[config.mk]
export PLATFORM = sky130hd
export DESIGN_NAME = uart_fifo_core
export DESIGN_NICKNAME = d
export VERILOG_FILES = /design/src/rtl/uart_fifo_core.sv
export SDC_FILE = /design/constraint.sdc
export NUM_CORES = 1
export LEC_CHECK = 0
export BUFFER_PORTS_ARGS = -buffer_cell sky130_fd_sc_hd__buf_4
export CORE_ASPECT_RATIO = 0.75
export CORE_MARGIN = 2
export CORE_UTILIZATION = 50
export CTS_CLUSTER_DIAMETER = 40
export CTS_CLUSTER_SIZE = 16
export DETAILED_ROUTE_END_ITERATION = 8
export PLACE_DENSITY = 0.79
export SYNTH_ARGS = -nofsm -noshare
export SYNTH_HDL_FRONTEND = slang
export SYNTH_SLANG_ARGS = --single-unit
[constraint.sdc]
create_clock -name clk -period 3.1 [get_ports clk]
set_input_delay 0.155 -clock clk [delete_from_list [all_inputs] [get_ports clk]]
set_output_delay 0.155 -clock clk [all_outputs]
set_load 0.01 [all_outputs]
[src/rtl/uart_fifo_core.sv]
// uart_fifo_core: full-duplex UART with a TX input FIFO and an oversampled RX.
// Word format (data bits, parity, stop bits) is fixed at build time.
// Optional feature macro: UART_LOOPBACK_EN adds a 'loopback' input that routes
// the internal TX stream into the RX path and parks the tx pin high.
module uart_fifo_core #(
   parameter int CLK_FREQ      = 100_000_000,
   parameter int BAUD_RATE     = 9_600,
   parameter int OVERSAMPLE    = 16,
   parameter int DATA_BITS     = 8,
   parameter int PARITY        = 1,
   parameter int STOP_BITS     = 1,
   parameter int TX_FIFO_DEPTH = 16
) (
   input  logic                             clk,
   input  logic                             rst,
   input  logic [DATA_BITS-1:0]             din,
   input  logic                             din_vld,
   output logic                             rfd,
   output logic [$clog2(TX_FIFO_DEPTH):0]   tx_level,
   output logic                             tx_busy,
   output logic                             tx,
   input  logic                             rx,
   output logic [DATA_BITS-1:0]             dout,
   output logic                             dout_vld,
   output logic                             par_err,
`ifdef UART_LOOPBACK_EN
   input  logic                             loopback,
`endif
   output logic                             frm_err
);

   localparam int DIV   = CLK_FREQ / (BAUD_RATE * OVERSAMPLE) - 1;
   localparam int DIV_W = (DIV > 0) ? $clog2(DIV + 1) : 1;
   localparam int OS_W  = $clog2(OVERSAMPLE);
   localparam int AW    = $clog2(TX_FIFO_DEPTH);
   localparam int LW    = AW + 1;

   localparam logic [DIV_W-1:0] DIV_V     = DIV_W'(DIV);
   localparam logic [OS_W-1:0]  OS_LAST   = OS_W'(OVERSAMPLE - 1);
   localparam logic [OS_W-1:0]  OS_HALF   = OS_W'(OVERSAMPLE / 2 - 1);
   localparam logic [3:0]       LAST_BIT  = 4'(DATA_BITS - 1);
   localparam logic [LW-1:0]    FULL_LVL  = LW'(TX_FIFO_DEPTH);
   localparam logic             HAS_PAR   = (PARITY != 0);
   localparam logic             ODD_PAR   = (PARITY == 2);
   localparam logic             LAST_STOP = 1'(STOP_BITS - 1);

   localparam logic [2:0] TX_IDLE  = 3'd0;
   localparam logic [2:0] TX_START = 3'd1;
   localparam logic [2:0] TX_DATA  = 3'd2;
   localparam logic [2:0] TX_PAR   = 3'd3;
   localparam logic [2:0] TX_STOP  = 3'd4;

   localparam logic [2:0] RX_IDLE  = 3'd0;
   localparam logic [2:0] RX_START = 3'd1;
   localparam logic [2:0] RX_DATA  = 3'd2;
   localparam logic [2:0] RX_PAR   = 3'd3;
   localparam logic [2:0] RX_STOP  = 3'd4;
   localparam logic [2:0] RX_BREAK = 3'd5;

   // ---------------------------------------------------------------------
   // Oversample tick
   // ---------------------------------------------------------------------
   logic [DIV_W-1:0] div_cnt;
   logic             tick;

   assign tick = (div_cnt == '0);

   // Free-running down-counter; one-cycle tick each time it hits zero
   always_ff @(posedge clk) begin
      if (rst || tick) div_cnt <= DIV_V;
      else             div_cnt <= div_cnt - 1'b1;
   end

   // ---------------------------------------------------------------------
   // TX FIFO
   // ---------------------------------------------------------------------
   logic [DATA_BITS-1:0] mem [TX_FIFO_DEPTH];
   logic [AW-1:0]        wr_ptr, rd_ptr;
   logic [LW-1:0]        level;
   logic                 push, pop, fifo_nempty;
   logic [DATA_BITS-1:0] fifo_rdata;

   // rfd gates push, so a push while full is dropped even if a pop happens too
   assign rfd         = (level != FULL_LVL);
   assign push        = din_vld && rfd;
   assign fifo_nempty = (level != '0);
   assign fifo_rdata  = mem[rd_ptr];
   assign tx_level    = level;

   // Storage array has no reset; only the pointers define content validity
   always_ff @(posedge clk) begin
      if (push) mem[wr_ptr] <= din;
   end

   // Pointer and occupancy bookkeeping
   always_ff @(posedge clk) begin
      if (rst) begin
         wr_ptr <= '0;
         rd_ptr <= '0;
         level  <= '0;
      end else begin
         if (push) wr_ptr <= wr_ptr + 1'b1;
         if (pop)  rd_ptr <= rd_ptr + 1'b1;
         case ({push, pop})
            2'b10:   level <= level + 1'b1;
            2'b01:   level <= level - 1'b1;
            default: level <= level;
         endcase
      end
   end

   // ---------------------------------------------------------------------
   // TX FSM
   // ---------------------------------------------------------------------
   logic [2:0]           tx_state;
   logic [OS_W-1:0]      tx_tcnt;
   logic [3:0]           tx_bit;
   logic                 tx_sidx;
   logic [DATA_BITS-1:0] tx_sh;
   logic                 tx_par;
   logic                 tx_bit_end;
   logic                 tx_line;

   assign tx_bit_end = tick && (tx_tcnt == OS_LAST);
   assign tx_busy    = (tx_state != TX_IDLE);

   // Pop on the first tick out of IDLE, or at the end of the last stop bit so
   // back-to-back words go out with no idle gap
   always_comb begin
      pop = 1'b0;
      if (tick && fifo_nempty) begin
         if (tx_state == TX_IDLE)
            pop = 1'b1;
         else if (tx_state == TX_STOP && tx_tcnt == OS_LAST && tx_sidx == LAST_STOP)
            pop = 1'b1;
      end
   end

   // Frame sequencer: every line bit spans OVERSAMPLE ticks
   always_ff @(posedge clk) begin
      if (rst) begin
         tx_state <= TX_IDLE;
         tx_tcnt  <= '0;
         tx_bit   <= '0;
         tx_sidx  <= 1'b0;
         tx_sh    <= '0;
         tx_par   <= 1'b0;
      end else begin
         if (tx_state != TX_IDLE && tick)
            tx_tcnt <= (tx_tcnt == OS_LAST) ? '0 : tx_tcnt + 1'b1;
         if (pop) begin
            tx_sh  <= fifo_rdata;
            tx_par <= ^fifo_rdata ^ ODD_PAR;
         end
         case (tx_state)
            TX_IDLE: begin
               if (pop) tx_state <= TX_START;
            end
            TX_START: begin
               if (tx_bit_end) begin
                  tx_bit   <= '0;
                  tx_state <= TX_DATA;
               end
            end
            TX_DATA: begin
               if (tx_bit_end) begin
                  tx_sh <= tx_sh >> 1;
                  if (tx_bit == LAST_BIT) begin
                     tx_sidx  <= 1'b0;
                     tx_state <= HAS_PAR ? TX_PAR : TX_STOP;
                  end else begin
                     tx_bit <= tx_bit + 1'b1;
                  end
               end
            end
            TX_PAR: begin
               if (tx_bit_end) begin
                  tx_sidx  <= 1'b0;
                  tx_state <= TX_STOP;
               end
            end
            TX_STOP: begin
               if (tx_bit_end) begin
                  if (tx_sidx == LAST_STOP) tx_state <= pop ? TX_START : TX_IDLE;
                  else                      tx_sidx  <= 1'b1;
               end
            end
            default: tx_state <= TX_IDLE;
         endcase
      end
   end

   // Line level decoded from the sequencer state; idle/stop are high
   always_comb begin
      tx_line = 1'b1;
      case (tx_state)
         TX_START: tx_line = 1'b0;
         TX_DATA:  tx_line = tx_sh[0];
         TX_PAR:   tx_line = tx_par;
         default:  tx_line = 1'b1;
      endcase
   end

   // ---------------------------------------------------------------------
   // Pin routing
   // ---------------------------------------------------------------------
   logic rx_src;

`ifdef UART_LOOPBACK_EN
   assign tx     = loopback ? 1'b1 : tx_line;
   assign rx_src = loopback ? tx_line : rx;
`else
   assign tx     = tx_line;
   assign rx_src = rx;
`endif

   // ---------------------------------------------------------------------
   // RX path
   // ---------------------------------------------------------------------
   logic [1:0]           rx_sync;
   logic                 rx_s, rx_prev;
   logic [2:0]           rx_state;
   logic [OS_W-1:0]      rx_tcnt;
   logic [3:0]           rx_bit;
   logic [DATA_BITS-1:0] rx_sh;
   logic                 rx_par;
   logic                 rx_sample;

   assign rx_s      = rx_sync[1];
   assign rx_sample = tick && (rx_tcnt == OS_LAST);

   // Two-flop synchroniser, reset to the idle (high) line level
   always_ff @(posedge clk) begin
      if (rst) rx_sync <= 2'b11;
      else     rx_sync <= {rx_sync[0], rx_src};
   end

   // Receiver: validate start at half-bit, then sample each bit mid-cell
   always_ff @(posedge clk) begin
      if (rst) begin
         rx_state <= RX_IDLE;
         rx_prev  <= 1'b1;
         rx_tcnt  <= '0;
         rx_bit   <= '0;
         rx_sh    <= '0;
         rx_par   <= 1'b0;
         dout     <= '0;
         dout_vld <= 1'b0;
         par_err  <= 1'b0;
         frm_err  <= 1'b0;
      end else begin
         rx_prev  <= rx_s;
         dout_vld <= 1'b0;
         par_err  <= 1'b0;
         frm_err  <= 1'b0;
         if ((rx_state == RX_DATA || rx_state == RX_PAR || rx_state == RX_STOP) && tick)
            rx_tcnt <= (rx_tcnt == OS_LAST) ? '0 : rx_tcnt + 1'b1;
         case (rx_state)
            RX_IDLE: begin
               if (rx_prev && !rx_s) begin
                  rx_tcnt  <= '0;
                  rx_state <= RX_START;
               end
            end
            RX_START: begin
               if (tick) begin
                  if (rx_tcnt == OS_HALF) begin
                     rx_tcnt  <= '0;
                     rx_bit   <= '0;
                     rx_state <= rx_s ? RX_IDLE : RX_DATA;
                  end else begin
                     rx_tcnt <= rx_tcnt + 1'b1;
                  end
               end
            end
            RX_DATA: begin
               if (rx_sample) begin
                  rx_sh <= {rx_s, rx_sh[DATA_BITS-1:1]};
                  if (rx_bit == LAST_BIT) rx_state <= HAS_PAR ? RX_PAR : RX_STOP;
                  else                    rx_bit   <= rx_bit + 1'b1;
               end
            end
            RX_PAR: begin
               if (rx_sample) begin
                  rx_par   <= rx_s;
                  rx_state <= RX_STOP;
               end
            end
            RX_STOP: begin
               // Word is delivered even when flagged; only the first stop bit is checked
               if (rx_sample) begin
                  dout     <= rx_sh;
                  dout_vld <= 1'b1;
                  par_err  <= HAS_PAR && (rx_par != (^rx_sh ^ ODD_PAR));
                  frm_err  <= !rx_s;
                  rx_state <= rx_s ? RX_IDLE : RX_BREAK;
               end
            end
            RX_BREAK: begin
               // Hold off start detection until the line returns high
               if (rx_s) rx_state <= RX_IDLE;
            end
            default: rx_state <= RX_IDLE;
         endcase
      end
   end

endmodule

# Yosys cells after proc, flatten, opt, wreduce, memory -nomap -nowiden
# Memory sizes are Yosys's and may differ from the RTL's. A register that Yosys moved wholly into a read port is not among the register bits.
# Index checks and enable logic that the tools add are counted.
op_classes:
  n_addsub: 9
  n_eq_ne: 35
  muxes: 55
  bitwise: 3
  reduce_logical: 34
ops:
  columns: ["operator", "count"]
  rows:
  - ["2-to-1 mux 4 bit", 15]
  - ["2-to-1 mux 3 bit", 16]
  - ["inequality test 2 bit, second input constant", 16]
  - ["adder 4 x 1 -> 4 bit, second input constant", 6]
  - ["2-to-1 mux 8 bit", 3]
  - ["one-hot mux 4 bit (2 select lines)", 3]
  - ["one-hot mux 3 bit (6 select lines)", 1]
  - ["XOR reduction 8 bit", 2]
  - ["one-hot mux 3 bit (5 select lines)", 1]
  - ["equality test 3 x 2 -> 1 bit, second input constant", 4]
  - ["equality test 4 x 3 -> 1 bit, second input constant", 3]
  - ["2-to-1 mux 1 bit", 12]
  - ["logical NOT 10 bit", 1]
  - ["one-hot mux 5 bit (2 select lines)", 1]
  - ["AND reduction 5 bit", 2]
  - ["subtractor 10 x 1 -> 10 bit, second input constant", 1]
  - ["equality test 3 bit, second input constant", 3]
  - ["logical AND 1 bit", 9]
  - ["equality test 4 bit, second input constant", 2]
  - ["AND reduction 8 bit", 1]
  - ["AND reduction 7 bit", 1]
  - ["equality test 3 x 1 -> 1 bit, second input constant", 2]
  - ["logical NOT 3 bit", 2]
  - ["one-hot mux 1 bit (3 select lines)", 2]
  - ["other kinds (18)", 27]
word_totals:
  reg_bits: 78
  ram_bits: 128
  word_cells: 158
  memories: 1
mem_list:
  columns: ["name", "words", "word_bits", "rd", "rd_ports_with_merged_regs", "wr", "line", "text"]
  rows:
  - ["mem", 16, 8, 1, 1, 1, "77", "logic [DATA_BITS-1:0] mem [TX_FIFO_DEPTH];"]

# Depth between registers and ports, before layout
logic_depth:
  depth_word: 10
  depth_mapped: 13
  mapped_depth_nobuf: 13

# Least setup slack after synthesis
# Ideal clock, no wire load.
synth_timing:
  path_kind: "register -> register"
  from: "register div_cnt[0]"
  to: "register level[4] (netlist: tx_level[4])"
  setup_time_ns: 0.132
  arrival_time_ns: 3.245
  required_time_ns: 2.968
  slack_ns: -0.278
  stages_incl_launch_ff: 14
  synth_period_minus_slack_ns: 3.378
  path_cell_list: "dfxtp_1 inv_1 ha_1 nor4b_4 nand3_2 a2111oi_1 ha_1 xor2_1 ha_1 a21oi_1 o22ai_1 a222oi_1 or3_1 a21oi_1"
synth_via:
  elab_chain_cells: 5
synth_lines:
  columns: ["element", "line", "text"]
  rows:
  - ["from (decl)", "63", "logic [DIV_W-1:0] div_cnt;"]
  - ["from (signal assigned)", "71", "else div_cnt <= div_cnt - 1'b1;"]
  - ["logical NOT 10 bit *", "66", "assign tick = (div_cnt == '0);"]
  - ["logical AND 1 bit *", "131", "if (tick && fifo_nempty) begin"]
  - ["2-to-1 mux 1 bit *", "131", null]
  - ["equality test 2 x 1 -> 1 bit or equality test 2 bit (tied branches)", "104", "case ({push, pop})"]
  - ["one-hot mux 5 bit (2 select lines) or nonzero test 2 bit (tied branches)", null, null]
  - ["to (signal assigned)", "105", "2'b10: level <= level + 1'b1;"]
  - ["to (signal assigned)", "106", "2'b01: level <= level - 1'b1;"]
  - ["to (signal assigned)", "107", "default: level <= level;"]
  - ["to (decl)", "79", "logic [LW-1:0] level;"]
# Mark *: on every way between the ends. The rest lies on a longest branch, timed or not.
# A chain may end at the register's enable or synchronous reset.

# Worst setup path in the final report
# Ends and elaborated chain as after synthesis.

==> run_results.csv <==
group,metric,value,unit
critical_path,r2r-end,"tx_level[4]",
place,gp_congestion,0.8432,
timing,min_period_over_period,92.82,%
grt,overflow,0,
timing,hold_viol_final,0,
finish,num_antenna_cells,0,
place,placed_cells,904,
critical_path,slowest_delay,0.38,ns
worst_hold_path,min_to,"rx_state[0]",
clock_network,cts_buffer_depth,3,
worst_hold_path,hold_start,"rst",
floorplan,die_w,156.2,um
timing,slew_violations,0,
detailed_routing,drt_iter0_drc,590,
detailed_routing,wl_per_cell,19.20,um
synthesis,syn_area,8690,sq um
floorplan,rows,41,
place,numPortBuffers,30,
timing,hold_ws,0.1453,ns
clock_network,clkSlewWorstSetupHoldPaths,0.06,ns
detailed_routing,vias,5663,
critical_path,ff2ff_path_depth,13,
timing,min_period,2.877,ns
job,maxCapViolCount,0,
clock_network,root_buffer,"clkbuf_16",
critical_path,r2r_setup_slack,0.22,ns
finish,postLayoutCoreUtil,60.11,%
finish,syn_to_final_growth,17.11,%
floorplan,dieArea,18460,sq um
finish,final_common_cell,"edfxtp_1",
synthesis,post_synth.cell_area_avg,12.70,sq um
finish,final_cell_mix,"edfxtp_1, nand2_1, dfxtp_1, nor2_1, a21oi_1",
critical_path,cp.arrival,3.26,ns
worst_hold_path,hold_path_class,"in2reg",
critical_path,critPathKind,"reg2reg",
detailed_routing,post_drt_via_cell_ratio,5.881,
clock_network,cts_tree,"done",
floorplan,design.core.area,16930,sq um
timing,finalClockSkew,0.01517,ns
critical_path,timing.rr.start,"div_cnt[0]",
grt,antenna_found_initial,0,
synthesis,yosysWarnings,0,
detailed_routing,ant_nets,0,
critical_path,required,3.48,ns
synthesis,ys_ff_latch,209,
grt,grt_max_degree,68,
worst_hold_path,hold_depth,2,
timing,maxSlewHeadroom,14.44,%
status,status,"complete, no violations",
synthesis,async_reset_ff_share,0,%
power_and_ir_drop,power_density,638.0,nW/um^2
critical_path,crit_chain,"inv_1 > ha_1 > nor4b_4 > nand3_2 > a2111oi_4 > ha_4 > xor2_1 > ha_1 > a21oi_2 > o22ai_1 > a222oi_1 > or3_1 > a21oi_1",
timing,rsz0062_at_grt,"false",
power_and_ir_drop,ir_drop,592.9,uV
synthesis,synth_ff_type,"edfxtp_1",
clock_network,cts_max_level,1,
critical_path,path_max_fanout,5,
critical_path,cp-end-kind,"flip-flop",
floorplan,ios,31,
timing,finalSetupViolCount,0,
critical_path,worst-path-stages,13,
critical_path,critPathBufInv,1,
synthesis,yosysSeqAreaShare,62.89,%
critical_path,crit_path_start_kind,"flip-flop",
synthesis,yosys.area.top_type,"edfxtp_1",
clock_network,cts_made_buffers,27,
synthesis,postSynthNetCount,709,
synthesis,postSynthCellCount,684,
finish,fin_nets,752,
power_and_ir_drop,p_leak,3.419,nW
synthesis,yosysTopAreaCellShare,44.23,%
synthesis,ys_top_cells_by_area,"edfxtp_1, dfxtp_1, mux4_2",
detailed_routing,firstDrtPassIters,5,
grt,grt_pass1_vias,5544,
floorplan,die_h,118.2,um
critical_path,path_delay_family,"compound AO/OA/AOI/OAI gates",
timing,tns,0,ns
grt,grt_use_total,20.41,%
detailed_routing,drt-total-wl,18.49,mm
timing,tightestPinTransition,1.274,ns
floorplan,initial_core_util,51.33,%
grt,grt_pass1_wl,29.49,mm
synthesis,synth_edf_count,128,
place,hpwlAfterDp,11.57,mm
detailed_routing,drc,0,
synthesis,synthDistinctLibCells,52,
critical_path,cp_slowest_cell,"a222oi_1",
finish,fin_cells,963,
timing,fmax,347.5,MHz
finish,drive_gt1_share,18.18,%
clock_network,cts.sinks,209,
clock_network,clock_latency,0.53,ns
critical_path,crit_path_frequent_cell,"ha_1",
[metal layers]
layer | global-route usage [%] | routed length [um]
met1 | 29.64 | 7966
met5 | 0 | 0
met2 | 31.75 | 8608
met4 | 5.275 | 383
met3 | 4.144 | 1533
[through the flow]
stage	setup WS, ns	power [mW]	instance area [sq um]
after floorplan	0.1377	3.319	8707
after global placement	0.1842	3.397	9146
after detailed placement	0.01472	3.419	9146
after CTS	0.02231	6.515	10160
after global routing	0.02217	6.676	10180
final	0.2226	6.492	10180
[cells in the mapped netlist (all sizes together) (2+ instances only)]
| master | number |
|---|---|
| nand2b | 9 |
| inv | 9 |
| nor2b | 9 |
| a22oi | 18 |
| o21bai | 2 |
| xnor2 | 23 |
| ha | 13 |
| nand4b | 2 |
| nand2 | 91 |
| nor2 | 67 |
| nor3 | 13 |
| or2 | 7 |
| o22ai | 2 |
| xor2 | 15 |
| a311oi | 9 |
| nand3 | 11 |
| buf | 8 |
| o21a | 3 |
| clkbuf | 25 |
| o21ai | 12 |
| a21oi | 41 |
| and3 | 2 |
| nand4 | 5 |
| mux4 | 32 |
| a31oi | 4 |
| or4 | 2 |
| dfxtp | 81 |
| and2 | 5 |
| edfxtp | 128 |
| a211oi | 2 |
| or3 | 11 |
| nor3b | 3 |
| mux2i | 6 |
| nand3b | 2 |
[registers in the layout (all words and copies together), names as in the netlist, 5 cells and up, named ones only]
name	flops
mem	128
div_cnt	10
dout	8
rx_sh	8
tx_sh	8
tx_level	5
[worst max-delay path by stage]
stage	startpoint	end	slack (ns)
floorplan	div_cnt[0]	tx_level[4]	0.14
global placement	div_cnt[0]	tx_level[4]	0.18
detailed placement	div_cnt[0]	tx_level[4]	0.01
CTS	div_cnt[0]	tx_level[4]	0.02
global route	tx_level[1]	tx_level[4]	0.02
finish	div_cnt[0]	tx_level[4]	0.22
[where the power goes]
part / total [mW] / switching (mW) / internal, mW
Clock: 3.11 / 1.29 / 1.83
Combinational: 0.336 / 0.192 / 0.143
Sequential: 3.05 / 0.0552 / 2.99
Total: 6.49 / 1.53 / 4.96
[logic make-up (layout without fill, tap and decap cells)]
logic type,count (synthesis),count (layout),synth area share (%)
flip-flops,209,209,62.89
multiplexers,38,38,8.985
AND/OR/NAND/NOR,242,242,13.06
AO/OA/AOI/OAI,102,102,7.487
adder cells (fa/ha/maj),13,13,1.872
buffers and inverters,42,106,1.872
XOR/XNOR,38,38,3.830
[timing repair]
action,CTS,global route
setup buffers,0,0
pin swaps,0,2
hold buffers,9,0
endpoints found under the hold margin,129,0
endpoints found under the setup margin,1,1
resized for setup,1,2
[final cells by class]
type / count / area (sq um)
sequential: 209 / 5466
timing repair buffer: 47 / 387.9
tap: 215 / 269.0
inverter: 9 / 33.78
multi-input combinational: 433 / 3100
clock inverter: 22 / 239.0
fill: 1212 / 6753
clock buffer: 28 / 679.4
Power figures use the tool's default switching activity.
